$ cat config.mk
export PLATFORM = sky130hd
export DESIGN_NAME = vga_scan_ctrl
export DESIGN_NICKNAME = d
export VERILOG_FILES = /design/src/rtl/vga_scan_ctrl.sv
export SDC_FILE = /design/constraint.sdc
export NUM_CORES = 1
export LEC_CHECK = 0
export ABC_CLOCK_PERIOD_IN_PS = 5010
export BUFFER_PORTS_ARGS = -buffer_cell sky130_fd_sc_hd__buf_2
export CAP_MARGIN = 5
export CORE_MARGIN = 8
export CORE_UTILIZATION = 54
export CTS_CLUSTER_DIAMETER = 80
export DETAILED_ROUTE_END_ITERATION = 16
export HOLD_SLACK_MARGIN = 0.08
export PLACE_DENSITY = 0.91
export SYNTH_ARGS = -nofsm -noshare
export SYNTH_HDL_FRONTEND = slang
export SYNTH_SLANG_ARGS = --single-unit
$ cat constraint.sdc
create_clock -name CLK -period 5.01 [get_ports CLK]
set_input_delay 0.501 -clock CLK [delete_from_list [all_inputs] [get_ports CLK]]
set_output_delay 0.501 -clock CLK [all_outputs]
set_load 0.005 [all_outputs]
$ cat src/rtl/vga_scan_ctrl.sv
// vga_scan_ctrl: pixel-clock VGA timing generator that drains a non-showahead
// pixel FIFO, blanks to black on underflow and drives the DAC/connector pins.
// The counter stage (stage 0) and the pins are two registers apart for both pixel and control.
module vga_scan_ctrl #(
  parameter int H_ACTIVE = 640,
  parameter int H_FP     = 16,
  parameter int H_SYNC   = 96,
  parameter int H_BP     = 48,
  parameter int V_ACTIVE = 480,
  parameter int V_FP     = 10,
  parameter int V_SYNC   = 2,
  parameter int V_BP     = 33
) (
  input  logic       CLK,
  input  logic       RESET,
  input  logic [9:0] iRED,
  input  logic [9:0] iGREEN,
  input  logic [9:0] iBLUE,
  input  logic       iEMPTY,
  input  logic       iCLR_UFLOW,
  output logic       oREQ,
  output logic [9:0] oVGA_R,
  output logic [9:0] oVGA_G,
  output logic [9:0] oVGA_B,
  output logic       oVGA_HS,
  output logic       oVGA_VS,
  output logic       oVGA_BLANK_N,
  output logic       oVGA_SYNC_N,
  output logic [9:0] oX,
  output logic [9:0] oY,
  output logic       oSOF,
  output logic       oUNDERFLOW
);
  localparam int H_TOTAL = H_ACTIVE + H_FP + H_SYNC + H_BP;
  localparam int V_TOTAL = V_ACTIVE + V_FP + V_SYNC + V_BP;

  // Region bounds compared at 11 bits so a 1024-long line does not alias to 0.
  localparam logic [10:0] H_ACT_W = 11'(H_ACTIVE);
  localparam logic [10:0] H_SS_W  = 11'(H_ACTIVE + H_FP);
  localparam logic [10:0] H_SE_W  = 11'(H_ACTIVE + H_FP + H_SYNC);
  localparam logic [10:0] V_ACT_W = 11'(V_ACTIVE);
  localparam logic [10:0] V_SS_W  = 11'(V_ACTIVE + V_FP);
  localparam logic [10:0] V_SE_W  = 11'(V_ACTIVE + V_FP + V_SYNC);
  localparam logic [9:0]  H_LAST  = 10'(H_TOTAL - 1);
  localparam logic [9:0]  V_LAST  = 10'(V_TOTAL - 1);

  // stage 0: scan counters
  logic [9:0] h_q, h_d, v_q, v_d;
  logic       act, hs_raw, vs_raw, sof_raw, uflow_set;

  // stage 1: timing delayed one cycle, plus the read marker for the FIFO q
  logic       req1_q, act1_q, hs1_q, vs1_q, sof1_q;
  logic [9:0] x1_q, y1_q;

  // stage 2: pin registers
  logic [9:0] r_q, g_q, b_q, x_q, y_q;
  logic       hs_q, vs_q, bn_q, sof_q, uflow_q;

  // Next scan position; wrap at the end of the frame is seamless.
  always_comb begin
    h_d = h_q + 10'd1;
    v_d = v_q;
    if (h_q == H_LAST) begin
      h_d = '0;
      v_d = (v_q == V_LAST) ? 10'd0 : v_q + 10'd1;
    end
  end

  // Stage-0 decode of regions, read request and underflow detection.
  always_comb begin
    act       = ({1'b0, h_q} < H_ACT_W) && ({1'b0, v_q} < V_ACT_W);
    hs_raw    = !(({1'b0, h_q} >= H_SS_W) && ({1'b0, h_q} < H_SE_W));
    vs_raw    = !(({1'b0, v_q} >= V_SS_W) && ({1'b0, v_q} < V_SE_W));
    sof_raw   = (h_q == 10'd0) && (v_q == 10'd0);
    oREQ      = act && !iEMPTY && !RESET;
    uflow_set = act && iEMPTY && !RESET;
  end

  // Scan counters.
  always_ff @(posedge CLK) begin
    if (RESET) begin
      h_q <= '0;
      v_q <= '0;
    end else begin
      h_q <= h_d;
      v_q <= v_d;
    end
  end

  // Stage 1: delay timing so it lines up with the FIFO q arriving next cycle.
  always_ff @(posedge CLK) begin
    if (RESET) begin
      req1_q <= 1'b0;
      act1_q <= 1'b0;
      hs1_q  <= 1'b1;
      vs1_q  <= 1'b1;
      sof1_q <= 1'b0;
      x1_q   <= '0;
      y1_q   <= '0;
    end else begin
      req1_q <= oREQ;
      act1_q <= act;
      hs1_q  <= hs_raw;
      vs1_q  <= vs_raw;
      sof1_q <= sof_raw;
      x1_q   <= act ? h_q : 10'd0;
      y1_q   <= act ? v_q : 10'd0;
    end
  end

  // Stage 2: pins; a pixel without a read (blank or underflow) goes out black.
  always_ff @(posedge CLK) begin
    if (RESET) begin
      r_q   <= '0;
      g_q   <= '0;
      b_q   <= '0;
      hs_q  <= 1'b1;
      vs_q  <= 1'b1;
      bn_q  <= 1'b0;
      sof_q <= 1'b0;
      x_q   <= '0;
      y_q   <= '0;
    end else begin
      r_q   <= req1_q ? iRED   : 10'd0;
      g_q   <= req1_q ? iGREEN : 10'd0;
      b_q   <= req1_q ? iBLUE  : 10'd0;
      hs_q  <= hs1_q;
      vs_q  <= vs1_q;
      bn_q  <= act1_q;
      sof_q <= sof1_q;
      x_q   <= x1_q;
      y_q   <= y1_q;
    end
  end

  // Sticky underflow flag; a new underflow beats a simultaneous clear.
  always_ff @(posedge CLK) begin
    if (RESET)           uflow_q <= 1'b0;
    else if (uflow_set)  uflow_q <= 1'b1;
    else if (iCLR_UFLOW) uflow_q <= 1'b0;
  end

  assign oVGA_R       = r_q;
  assign oVGA_G       = g_q;
  assign oVGA_B       = b_q;
  assign oVGA_HS      = hs_q;
  assign oVGA_VS      = vs_q;
  assign oVGA_BLANK_N = bn_q;
  assign oVGA_SYNC_N  = 1'b0;
  assign oX           = x_q;
  assign oY           = y_q;
  assign oSOF         = sof_q;
  assign oUNDERFLOW   = uflow_q;
endmodule

==> impl_metrics.sql <==
INSERT INTO impl_metrics (metric_group, metric, value, unit) VALUES
('sta', 'slew_headroom', '47.3', '%'),
('status', 'run_status', 'complete, no violations', ''),
('synth', 'synth.cell_area', '3220', 'sq um'),
('sta', 'pin_slew_with_the_least_headroom_to_its_limit', '0.787', 'ns'),
('sta', 'final-hold-violation-count', '0', ''),
('global_routing', 'grt_pass1_vias', '2268', ''),
('setup_path', 'start_kind', 'input pin', ''),
('die', 'design.core.area', '5850', 'sq um'),
('synth', 'synth-async-reset-ratio', '0', '%'),
('worst_hold_path', 'hold_class', 'in2reg', ''),
('sta', 'fmax', '0.422', 'GHz'),
('synth', 'synth.ff_latch_count', '100', ''),
('setup_path', 'critPathKind', 'in2out', ''),
('global_routing', 'grt_start_max_net_pins', '42', ''),
('placement', 'io_buffers', '89', ''),
('cells_and_area', 'final_core_utilization', '67.0', '%'),
('clock_network', 'postCtsSetupBuffers', '0', ''),
('die', 'die_h', '93.3', 'microns'),
('die', 'placement_rows', '28', ''),
('placement', 'place_hpwl', '4850', 'microns'),
('synth', 'synth_xor_area_share', '2.99', '%'),
('sta', 'fin_worst_skew', '0.00800', 'ns'),
('synth', 'adder_cell_share_of_the_synthesized_area', '1.55', '%'),
('synth', 'dominant_cell_type_by_area_after_synthesis', 'sky130_fd_sc_hd__dfxtp_1', ''),
('die', 'die-width', '93.3', 'microns'),
('synth', 'synthMostInstantiatedCell', 'sky130_fd_sc_hd__dfxtp_1', ''),
('synth', 'ys_types', '39', ''),
('synth', 'avgSynthCellArea', '10.9', 'sq um'),
('synth', 'number_of_synthesized_flops_with_an_enable_pin', '0', ''),
('clock_network', 'tritoncts', 'yes', ''),
('cells_and_area', 'nNetsFinal', '420', ''),
('sta', 'timing.final.crit_share', '47.3', '%'),
('die', 'dieArea', '8700', 'sq um'),
('sta', 'setup-tns-final', '0', 'ns'),
('clock_network', 'clock_insertion_delay_worst_skew', '0.36', 'ns'),
('setup_path', 'worst_setup_path_end_kind', 'output port', ''),
('clock_network', 'cts.sink_count', '100', ''),
('cells_and_area', 'final-seq-area', '2000', 'sq um'),
('setup_path', 'worst_ep_required_time', '4.51', 'ns'),
('worst_hold_path', 'hold-path-cell-count', '2', ''),
('setup_path', 'arrival_time_at_the_worst_endpoint', '1.87', 'ns'),
('run', 'maxCapViolations', '0', ''),
('synth', 'ys_top_cells_by_count', 'sky130_fd_sc_hd__dfxtp_1, sky130_fd_sc_hd__and2_1, sky130_fd_sc_hd__nor2b_1', ''),
('synth', 'synth_seq_area_share', '62.1', '%'),
('setup_path', 'crit_path_max_fanout', '41', ''),
('synth', 'synth-compound-area-share', '2.99', '%'),
('routing', 'postRouteAntennaNets', '0', ''),
('setup_path', 'critical-path-top-cell-by-count', 'sky130_fd_sc_hd__buf_2', ''),
('routing', 'detail_route.wirelength', '7070', 'microns'),
('routing', 'drt-initial-drc-count', '124', ''),
('cells_and_area', 'multiInputGateArea', '1130', 'sq um'),
('synth', 'post_synth_mux_area_share', '0', '%'),
('synth', 'synth_top_family_by_area', 'simple AND/OR/NAND/NOR gates', ''),
('sta', 'setup_viol_count_final', '0', ''),
('sta', 'timing_max_transition_violations_final', '0', ''),
('cells_and_area', 'insertedDiodeCount', '0', ''),
('routing', 'vias', '2318', ''),
('clock_network', 'clock_tree.buffer_depth', '2', ''),
('clock_network', 'numCtsBuffers', '9', ''),
('placement', 'global_placer_s_final_weighted_congestion', '0.856', ''),
('synth', 'yosys_warnings', '0', ''),
('placement', 'pre_cts_ws', '2.69', 'ns'),
('sta', 'fin_ws', '2.64', 'ns'),
('global_routing', 'grtUsageTotal', '16.4', '%'),
('global_routing', 'grt_pass1_wl', '11200', 'microns'),
('clock_network', 'cts_resized', '0', ''),
('synth', 'netlist.area_leader.share', '62.1', '%'),
('sta', 'final_period_minus_worst_setup_slack', '2.37', 'ns'),
('die', 'pin_count', '91', ''),
('power_and_ir_drop', 'power_leakage', '1.76', 'nW'),
('global_routing', 'antenna_found_initial', '0', '');
==> path summary, 6_finish.rpt <==
kind	from	end	slack (ns)
min reg2reg	hs1_q	oVGA_HS	0.42
max	RESET	oREQ	2.64
min	iEMPTY	req1_q	0.32
max reg2reg	h_q[0]	v_q[7]	3.12
==> cell type report <==
class,instances,area share (%)
clock buffers,11,3.61
clock inverters,5,2.11
inverters,5,0.479
multi-input cells,177,28.9
flip-flops and latches,100,51.1
well taps,75,2.40
repair buffers,89,11.4
==> stage by stage <==
step | instance area [sq um] | instances | power, mW | hold WS (ns)
floorplan | 3230 | 298 | 0.857 | 0.389
global placement | 3690 | 446 | 0.881 | 0.395
detailed placement | 3690 | 446 | 0.884 | 0.404
CTS | 3920 | 462 | 1.43 | 0.312
global route | 3920 | 462 | 1.47 | 0.328
finish | 3920 | 462 | 1.42 | 0.323
==> sequential cells by signal, summed over array words and instances, names as in the netlist, 10 cells and up <==
| name | count |
|---|---|
| h_q | 10 |
| oVGA_B | 10 |
| oVGA_G | 10 |
| oVGA_R | 10 |
| oX | 10 |
| oY | 10 |
| v_q | 10 |
| x1_q | 10 |
| y1_q | 10 |
==> critical path: cells and delay by family <==
| family | cells | cell delay [ns] |
|---|---|---|
| buffers and inverters | 2 | 0.44 |
| and+or+nand+nor | 3 | 0.91 |
==> logic make-up after synthesis <==
family / count (synthesis)
XOR/XNOR: 11
AND/OR/NAND/NOR: 144
AO/OA/AOI/OAI: 16
adder cells (fa/ha/maj): 4
buffers and inverters: 21
other: 1
flip-flops: 100
==> cell usage in the layout, fill, tap and decap left out, types with 2 or more instances in the layout <==
| master | n |
|---|---|
| sky130_fd_sc_hd__clkbuf_8 | 10 |
| sky130_fd_sc_hd__xor2_1 | 6 |
| sky130_fd_sc_hd__conb_1 | 2 |
| sky130_fd_sc_hd__nor2b_1 | 26 |
| sky130_fd_sc_hd__and3_1 | 3 |
| sky130_fd_sc_hd__or2_2 | 2 |
| sky130_fd_sc_hd__nand4_1 | 5 |
| sky130_fd_sc_hd__or3_1 | 6 |
| sky130_fd_sc_hd__nor4bb_1 | 2 |
| sky130_fd_sc_hd__o21ai_0 | 5 |
| sky130_fd_sc_hd__a21oi_1 | 7 |
| sky130_fd_sc_hd__dfxtp_1 | 100 |
| sky130_fd_sc_hd__nor4_1 | 3 |
| sky130_fd_sc_hd__inv_1 | 5 |
| sky130_fd_sc_hd__buf_2 | 89 |
| sky130_fd_sc_hd__ha_1 | 4 |
| sky130_fd_sc_hd__nand2_1 | 9 |
| sky130_fd_sc_hd__nor2_1 | 10 |
| sky130_fd_sc_hd__nor3_1 | 7 |
| sky130_fd_sc_hd__xnor2_1 | 5 |
| sky130_fd_sc_hd__bufinv_16 | 2 |
| sky130_fd_sc_hd__nand3_1 | 11 |
| sky130_fd_sc_hd__and2_1 | 48 |
==> routing by layer <==
| layer | track usage, % | vias to the layer above | wire length (microns) |
|---|---|---|---|
| met5 | 0 | - | 0 |
| met4 | 6.44 | 0 | 96 |
| met3 | 5.77 | 8 | 657 |
| met2 | 28.8 | 103 | 3460 |
| met1 | 17.6 | 1073 | 2860 |
| li1 | - | 1134 | - |
==> power by group <==
| part | switching (mW) | internal, mW | total (mW) | leakage (nW) |
|---|---|---|---|---|
| clock network | 0.258 | 0.297 | 0.555 | 0.114 |
| registers | 0.00616 | 0.809 | 0.815 | 0.811 |
| logic | 0.0268 | 0.0263 | 0.0530 | 0.834 |
| total | 0.291 | 1.13 | 1.42 | 1.76 |
(Power assumes the default switching activity.)
